[src/rtl/matmul_buffer_pkg.sv]
// ----------------------------------------------------------------------------
// matmul_buffer_pkg
// Shared definitions for the operand-buffer write path: default widths used
// by both buffer_write_controller and buffer_write_address_generator, the
// controller state type and a helper that turns an address width into the
// number of buffer entries.
// ----------------------------------------------------------------------------
package matmul_buffer_pkg;

    // Defaults shared with the paired address generator so both sides of the
    // address bus agree unless a parent overrides them together.
    localparam int DEFAULT_DATA_WIDTH           = 16;
    localparam int DEFAULT_BUFFER_ADDRESS_WIDTH = 10;
    localparam int DEFAULT_DIM_WIDTH            = 8;

    // Width of the element counter and of the rows*cols product.
    localparam int COUNT_WIDTH = 16;

    // Load controller states.
    typedef enum logic [1:0] {
        IDLE = 2'd0,
        LOAD = 2'd1,
        DONE = 2'd2
    } writeState_e;

    // Number of addressable buffer entries for a given address width.
    function automatic int unsigned bufferDepth(input int unsigned addrWidth);
        return 32'd1 << addrWidth;
    endfunction

endpackage

[src/rtl/buffer_write_controller.sv]
// ----------------------------------------------------------------------------
// buffer_write_controller
// Upstream stage of buffer_write_address_generator. Accepts a matrix element
// stream over valid/ready and writes each element into the operand buffer at
// the address presented by the generator, one cycle after acceptance. Loads
// rows*cols elements, then holds done_o until acknowledged.
//
// Ports:
//   clk, reset      clock, asynchronous active-high reset
//   start_i         one-cycle pulse; samples rows_i/cols_i and begins a load
//   abort_i         abandons the current load
//   done_ack_i      acknowledges done_o
//   rows_i, cols_i  matrix dimensions, sampled on start_i
//   s_valid_i/s_data_i/s_ready_o   element stream handshake
//   address_i       current write address from the generator
//   count_up_o      generator increment (one per accepted element)
//   clear_o         generator clear (one-cycle registered pulse)
//   wr_en_o/wr_addr_o/wr_data_o    buffer write port
//   busy_o, done_o  state indications (LOAD, DONE)
//   size_err_o      one-cycle pulse when a start request has an illegal size
//   elem_count_o    elements accepted in the current load
// ----------------------------------------------------------------------------
module buffer_write_controller
    import matmul_buffer_pkg::*;
#(
    parameter int DATA_WIDTH           = DEFAULT_DATA_WIDTH,
    parameter int BUFFER_ADDRESS_WIDTH = DEFAULT_BUFFER_ADDRESS_WIDTH,
    parameter int DIM_WIDTH            = DEFAULT_DIM_WIDTH
) (
    input  logic                            clk,
    input  logic                            reset,
    input  logic                            start_i,
    input  logic                            abort_i,
    input  logic                            done_ack_i,
    input  logic [DIM_WIDTH-1:0]            rows_i,
    input  logic [DIM_WIDTH-1:0]            cols_i,
    input  logic                            s_valid_i,
    input  logic [DATA_WIDTH-1:0]           s_data_i,
    output logic                            s_ready_o,
    input  logic [BUFFER_ADDRESS_WIDTH-1:0] address_i,
    output logic                            count_up_o,
    output logic                            clear_o,
    output logic                            wr_en_o,
    output logic [BUFFER_ADDRESS_WIDTH-1:0] wr_addr_o,
    output logic [DATA_WIDTH-1:0]           wr_data_o,
    output logic                            busy_o,
    output logic                            done_o,
    output logic                            size_err_o,
    output logic [COUNT_WIDTH-1:0]          elem_count_o
);

    localparam int unsigned DEPTH = bufferDepth(BUFFER_ADDRESS_WIDTH);
    localparam int          PAD   = COUNT_WIDTH - DIM_WIDTH;

    writeState_e                     state_q;
    logic [COUNT_WIDTH-1:0]          total_q;
    logic [COUNT_WIDTH-1:0]          elemCount_q;
    logic [COUNT_WIDTH-1:0]          elemCount_d;
    logic                            clear_q;
    logic                            sizeErr_q;
    logic                            wrEn_q;
    logic [BUFFER_ADDRESS_WIDTH-1:0] wrAddr_q;
    logic [DATA_WIDTH-1:0]           wrData_q;

    logic [COUNT_WIDTH-1:0]          rowsExt;
    logic [COUNT_WIDTH-1:0]          colsExt;
    logic [COUNT_WIDTH-1:0]          requestedTotal;
    logic                            sizeOk;
    logic                            accept;

    // Size check for a start request. Both dimensions fit in half the
    // counter width, so the 16-bit product cannot overflow.
    always_comb begin
        rowsExt        = {{PAD{1'b0}}, rows_i};
        colsExt        = {{PAD{1'b0}}, cols_i};
        requestedTotal = rowsExt * colsExt;
        sizeOk         = (requestedTotal != '0) && (32'(requestedTotal) <= DEPTH);
    end

    // Handshake: ready only while loading with elements still owed, and
    // abort suppresses ready so an abort always beats a same-cycle beat.
    // The generator steps on exactly the accepted beats.
    always_comb begin
        s_ready_o   = (state_q == LOAD) && !abort_i && (elemCount_q < total_q);
        accept      = s_valid_i && s_ready_o;
        count_up_o  = accept;
        elemCount_d = elemCount_q + 1'b1;
    end

    // Single state machine with registered pulse outputs. The write port
    // captures address and data on accept and issues one cycle later, so the
    // final write of a load lands in the first DONE cycle and a write in
    // flight when abort arrives still completes.
    always_ff @(posedge clk or posedge reset) begin
        if (reset) begin
            state_q     <= IDLE;
            total_q     <= '0;
            elemCount_q <= '0;
            clear_q     <= 1'b0;
            sizeErr_q   <= 1'b0;
            wrEn_q      <= 1'b0;
            wrAddr_q    <= '0;
            wrData_q    <= '0;
        end else begin
            clear_q   <= 1'b0;
            sizeErr_q <= 1'b0;
            wrEn_q    <= accept;
            if (accept) begin
                wrAddr_q <= address_i;
                wrData_q <= s_data_i;
            end

            case (state_q)
                IDLE, DONE: begin
                    if (start_i) begin
                        if (sizeOk) begin
                            total_q     <= requestedTotal;
                            elemCount_q <= '0;
                            clear_q     <= 1'b1;
                            state_q     <= LOAD;
                        end else begin
                            sizeErr_q <= 1'b1;
                            state_q   <= IDLE;
                        end
                    end else if (state_q == DONE && done_ack_i) begin
                        state_q <= IDLE;
                    end
                end
                LOAD: begin
                    if (abort_i) begin
                        clear_q <= 1'b1;
                        state_q <= IDLE;
                    end else if (accept) begin
                        elemCount_q <= elemCount_d;
                        if (elemCount_d == total_q) begin
                            state_q <= DONE;
                        end
                    end
                end
                default: begin
                    state_q <= IDLE;
                end
            endcase
        end
    end

    always_comb begin
        busy_o       = (state_q == LOAD);
        done_o       = (state_q == DONE);
        clear_o      = clear_q;
        size_err_o   = sizeErr_q;
        wr_en_o      = wrEn_q;
        wr_addr_o    = wrAddr_q;
        wr_data_o    = wrData_q;
        elem_count_o = elemCount_q;
    end

endmodule

[config.mk]
export PLATFORM = sky130hd
export DESIGN_NAME = buffer_write_controller
export DESIGN_NICKNAME = d
export VERILOG_FILES = /design/src/rtl/matmul_buffer_pkg.sv /design/src/rtl/buffer_write_controller.sv
export SDC_FILE = /design/constraint.sdc
export NUM_CORES = 1
export LEC_CHECK = 0
export CAP_MARGIN = 20
export CELL_PAD_IN_SITES_DETAIL_PLACEMENT = 2
export CELL_PAD_IN_SITES_GLOBAL_PLACEMENT = 2
export CORE_MARGIN = 5
export CORE_UTILIZATION = 25
export DETAILED_ROUTE_END_ITERATION = 6
export PLACE_DENSITY = 0.68
export SLEW_MARGIN = 10
export SYNTH_ARGS = -nofsm -noshare
export SYNTH_HDL_FRONTEND = slang
export SYNTH_SLANG_ARGS = --single-unit
export TNS_END_PERCENT = 50
[constraint.sdc]
create_clock -name clk -period 3 [get_ports clk]
set_input_delay 0.3 -clock clk [delete_from_list [all_inputs] [get_ports clk]]
set_output_delay 0.3 -clock clk [all_outputs]
set_load 0.01 [all_outputs]
==> results <==
- Clock skew on the completed layout was measured at 0.00837 ns.
- The number of hold violations in the final report was 0.
- The post-route netlist has 23.7% of its cells at a drive strength greater than 1.
- At the worst endpoint, the arrival time is 4.88 ns.
- The via count of the first global-routing pass is 6142.
- Row generation in the floorplan step produced 54 rows.
- After synthesis, the share of flip-flops with an asynchronous set or reset is 100%.
- The average instance in the mapped netlist occupies 8.96 um^2.
- The dominant register cell in the synthesized netlist is sky130_fd_sc_hd__dfrtp_1.
- The synthesized design contains 0 enable-type register cells.
- Synthesis produced a netlist with a net count of 761.
- No sink is reached through more buffers than the 2 on the longest clock path.
- After the last flow step, the layout net total stands at 939.
- The clock reaches the later pin of the worst-skew pair after 0.33 ns.
- The time the final worst path needs with I/O delays and setup is 4.67 ns.
- The master cell of the clock root buffer is sky130_fd_sc_hd__clkbuf_16.
- The first-pass GRT wire length is 32000 um.
- The count of boundary I/O pins is 97.
- The area growth from synthesis to layout is 45.6%.
- The headroom to the max-slew limit is 44.1%.
- The clock edge transition at the registers on the reported setup and hold paths is 0.05 ns.
- In the routed design, unresolved DRC markers number 0.
- The CTS H-tree depth is 3.
- The global placer's final weighted congestion is 0.864.
- The final layout contains routed wiring with a total length of 18900 um.
- The worst hold path begins at rows_i[0].
- The detailed placer's ending HPWL is 15400 um.
- The most critical setup path has its startpoint at rows_i[6].
- In the layout the commonest cells are sky130_fd_sc_hd__nand2_1 (107), sky130_fd_sc_hd__buf_4 (83), sky130_fd_sc_hd__clkdlybuf4s50_1 (79).
- The die area is 0.0255 mm^2.
- The repair_antennas step left the layout with diodes totalling 0.
- The count of state elements after synthesis is 63.
- For this run, the slowest stage of the critical path takes 0.55 ns.
- Along the worst path, the maximum fanout reaches 6.
- The data required time at the worst endpoint is 3.21 ns.
- The CTS tree is built.
- The total global-route track usage is 15.1%.
- The power density normalized to cell area is 796 mW/mm^2.
- Yosys mapped the design onto 53 distinct sky130hd cell types.
- The synthesized area is 0.00559 mm^2.
- Leaving out fill and tap cells, the most frequent cell in the layout is sky130_fd_sc_hd__nand2_1.
- The critical path is of the input port to register type.
- The setup total negative slack is -54.58 ns.
- The share of the yosys chip area belonging to registers is 28.2%.
- For this design, the sink count on the clock tree is 63.
- Fill cells in the final layout number 2399.
- The sum of overflow across all layers after global routing is 0.
- The startpoint of the most critical register-to-register path is elem_count_o[1].
- Across the run, the number of max-cap violations was 0.
- The final reports fail on negative setup slack.
- The number of antenna violations at the first check in global routing is 0.
- The via density per instance is 4.78.
- In this run the worst hold path is classified as input port to register.
- The remaining antenna violation count after routing is 0.
- The clock buffer count from CTS is 9.
- The via total after detailed routing is 5189.
- The worst ir drop on vdd is 0.276 mV.
- The yosys synthesis warning count is 0.
- The effective utilization at floorplan is 25.5%.
- The chip height is 160 um.
- The initial detailed-routing violation count is 166.
- Before antenna repair, the detailed router went through 5 iterations.
- The most common cell type on the critical path is sky130_fd_sc_hd__fa_1.
- The slowest cell on the critical path is sky130_fd_sc_hd__fa_1.
- The final worst-path setup slack is -1.67 ns.
- The post-synthesis instance total is 624.
- The final-report max-slew violation count was 0.
- The final setup violation count is 35.
- The minimum hold slack is 0.416 ns.
- Setup repair after global routing could not meet its margin everywhere.
- STA classifies the critical path startpoint as an input port.
- The number of port buffers is 96.
- STA classifies the critical path endpoint as a register.
- The final cycle utilization of the critical path is 156%.
- The maximum clock frequency is 0.214 GHz.
- In the final routed layout, each cell accounts on average for 17.4 um.
- The actual transition at the worst max-transition pin is 0.838 ns.
- The leakage component of the power is 3.94 nW.
- The floorplan step set the die width to 160 um.
- The flow ran to the end, but the final reports show violations.
- The critical path goes through clkdlybuf4s15_2, and2_4, fa_1, fa_2, fa_1, inv_2, fa_1, inv_2, ha_4, buf_4, o21a_1, o31ai_1, o31ai_2, buf_4, a31o_4, a211oi_4, nand2_2, buf_12, buf_8, mux2_4.
- The largest net degree at the start of global routing is 64.
- The area inside the core boundary is 0.0220 mm^2.
## flip-flops by register name, summed over array words and instances (netlist names)
signal and flops:
elem_count_o 16, total_q 16, wr_data_o 16, wr_addr_o 10, state_q 2, clear_o 1
size_err_o 1, wr_en_o 1
## cells by family after synthesis
family,Yosys count,share of synthesized area (%)
adder cells (fa/ha/maj),89,24.7
AO/OA/AOI/OAI,93,12.1
flip-flops,63,28.2
buffers and inverters,90,6.33
multiplexers,13,2.48
XOR/XNOR,28,4.38
AND/OR/NAND/NOR,248,21.8
## per-stage QoR
step | instance area, um^2 | utilization, % | setup slack (ns) | instances | total power [W]
2_1_floorplan | 5680 | - | -1.55 | 624 | 0.00335
3_3_place_gp | 7520 | 34.2 | -2.31 | 1059 | 0.00473
3_5_place_dp | 7520 | 34.2 | -2.54 | 1059 | 0.00495
4_1_cts | 8060 | 36.7 | -1.67 | 1082 | 0.00644
5_1_grt | 8140 | 37.1 | -1.83 | 1086 | 0.00701
6_report | 8140 | 37.1 | -1.67 | 1086 | 0.00648
## routing by layer
| layer | routed length, um | part of all wire, % | track usage, % | vias up |
|---|---|---|---|---|
| met5 | 0 | 0 | 0 | - |
| met4 | 257 | 1.4 | 3.51 | 0 |
| met1 | 7860 | 42 | 17.5 | 2626 |
| met3 | 616 | 3.3 | 2.54 | 17 |
| met2 | 10200 | 54 | 28.9 | 102 |
| li1 | - | - | - | 2444 |
## power breakdown
group | total, W | internal (W) | switching, W
Combinational | 0.00397 | 0.00206 | 0.00191
Sequential | 0.00140 | 0.00116 | 0.000239
Clock | 0.00111 | 0.000742 | 0.000370
Total | 0.00648 | 0.00396 | 0.00252
## area by class of cell
type	count	area, um^2	share of cell area [%]
clock buffers	11	243	2.98
clock inverters	4	70.1	0.861
inverters	72	270	3.32
multi-input cells	471	3920	48.2
flip-flops and latches	63	1580	19.4
well taps	280	350	4.30
repair buffers	185	1710	21.0
## cell usage after synthesis, types with 2 or more instances
| library cell | count | area [um^2] |
|---|---|---|
| sky130_fd_sc_hd__a21o_1 | 4 | 30.0 |
| sky130_fd_sc_hd__dfrtp_1 | 63 | 1580 |
| sky130_fd_sc_hd__ha_1 | 53 | 663 |
| sky130_fd_sc_hd__xnor2_1 | 15 | 131 |
| sky130_fd_sc_hd__nand2_1 | 113 | 424 |
| sky130_fd_sc_hd__a2111oi_0 | 3 | 26.3 |
| sky130_fd_sc_hd__a21oi_1 | 24 | 120 |
| sky130_fd_sc_hd__nand4_1 | 8 | 50.1 |
| sky130_fd_sc_hd__and3_1 | 2 | 12.5 |
| sky130_fd_sc_hd__a211oi_2 | 2 | 25.0 |
| sky130_fd_sc_hd__nor2b_1 | 3 | 18.8 |
| sky130_fd_sc_hd__a31o_2 | 9 | 78.8 |
| sky130_fd_sc_hd__o21bai_1 | 2 | 15.0 |
| sky130_fd_sc_hd__inv_1 | 72 | 270 |
| sky130_fd_sc_hd__a31o_1 | 10 | 87.6 |
| sky130_fd_sc_hd__nor3_1 | 7 | 35.0 |
| sky130_fd_sc_hd__or3_1 | 8 | 50.1 |
| sky130_fd_sc_hd__or2_2 | 3 | 18.8 |
| sky130_fd_sc_hd__a31oi_1 | 3 | 18.8 |
| sky130_fd_sc_hd__xor2_1 | 13 | 114 |
| sky130_fd_sc_hd__clkbuf_1 | 15 | 56.3 |
| sky130_fd_sc_hd__and2_1 | 54 | 338 |
| sky130_fd_sc_hd__nand3_1 | 15 | 75.1 |
| sky130_fd_sc_hd__o22ai_1 | 3 | 18.8 |
| sky130_fd_sc_hd__o31ai_1 | 5 | 37.5 |
| sky130_fd_sc_hd__fa_1 | 36 | 721 |
| sky130_fd_sc_hd__nor4_1 | 4 | 25.0 |
| sky130_fd_sc_hd__o21ai_0 | 9 | 45.0 |
| sky130_fd_sc_hd__nand2b_1 | 7 | 43.8 |
| sky130_fd_sc_hd__mux2_2 | 3 | 33.8 |
| sky130_fd_sc_hd__buf_6 | 2 | 22.5 |
| sky130_fd_sc_hd__nor2_1 | 16 | 60.1 |
| sky130_fd_sc_hd__or4_1 | 2 | 15.0 |
| sky130_fd_sc_hd__mux2_1 | 4 | 45.0 |
| sky130_fd_sc_hd__o211ai_1 | 3 | 22.5 |
| sky130_fd_sc_hd__mux2i_1 | 6 | 60.1 |
| sky130_fd_sc_hd__nor3b_1 | 2 | 15.0 |
| sky130_fd_sc_hd__o21a_1 | 6 | 45.0 |
## repair_timing
action | in CTS | in global routing
gates resized for setup | 125 | 18
buffers inserted | 9 | 4
endpoints found under the setup margin | 37 | 36
hold buffers | 0 | 0
pin swaps | 34 | 18
## worst max-delay path: cells and delay by family
kind / cells / cell delay (ns)
compound gates: 5 / 0.90
simple gates: 2 / 0.26
mux: 1 / 0.29
buf+inv: 7 / 0.90
fa+ha+maj: 5 / 2.22
## final timing paths
path	end	slack [ns]	cells past startpoint
min in group asynchronous	wr_addr_o[8]	0.55	3
worst min register to register	wr_addr_o[5]	0.48	2
max in group asynchronous	total_q[8]	1.90	3
worst max-delay path	total_q[10]	-1.67	20
worst min-delay path	total_q[0]	0.42	4
worst max register to register	state_q[0]	0.23	10
Note: power is estimated with default switching activity, not from simulation.
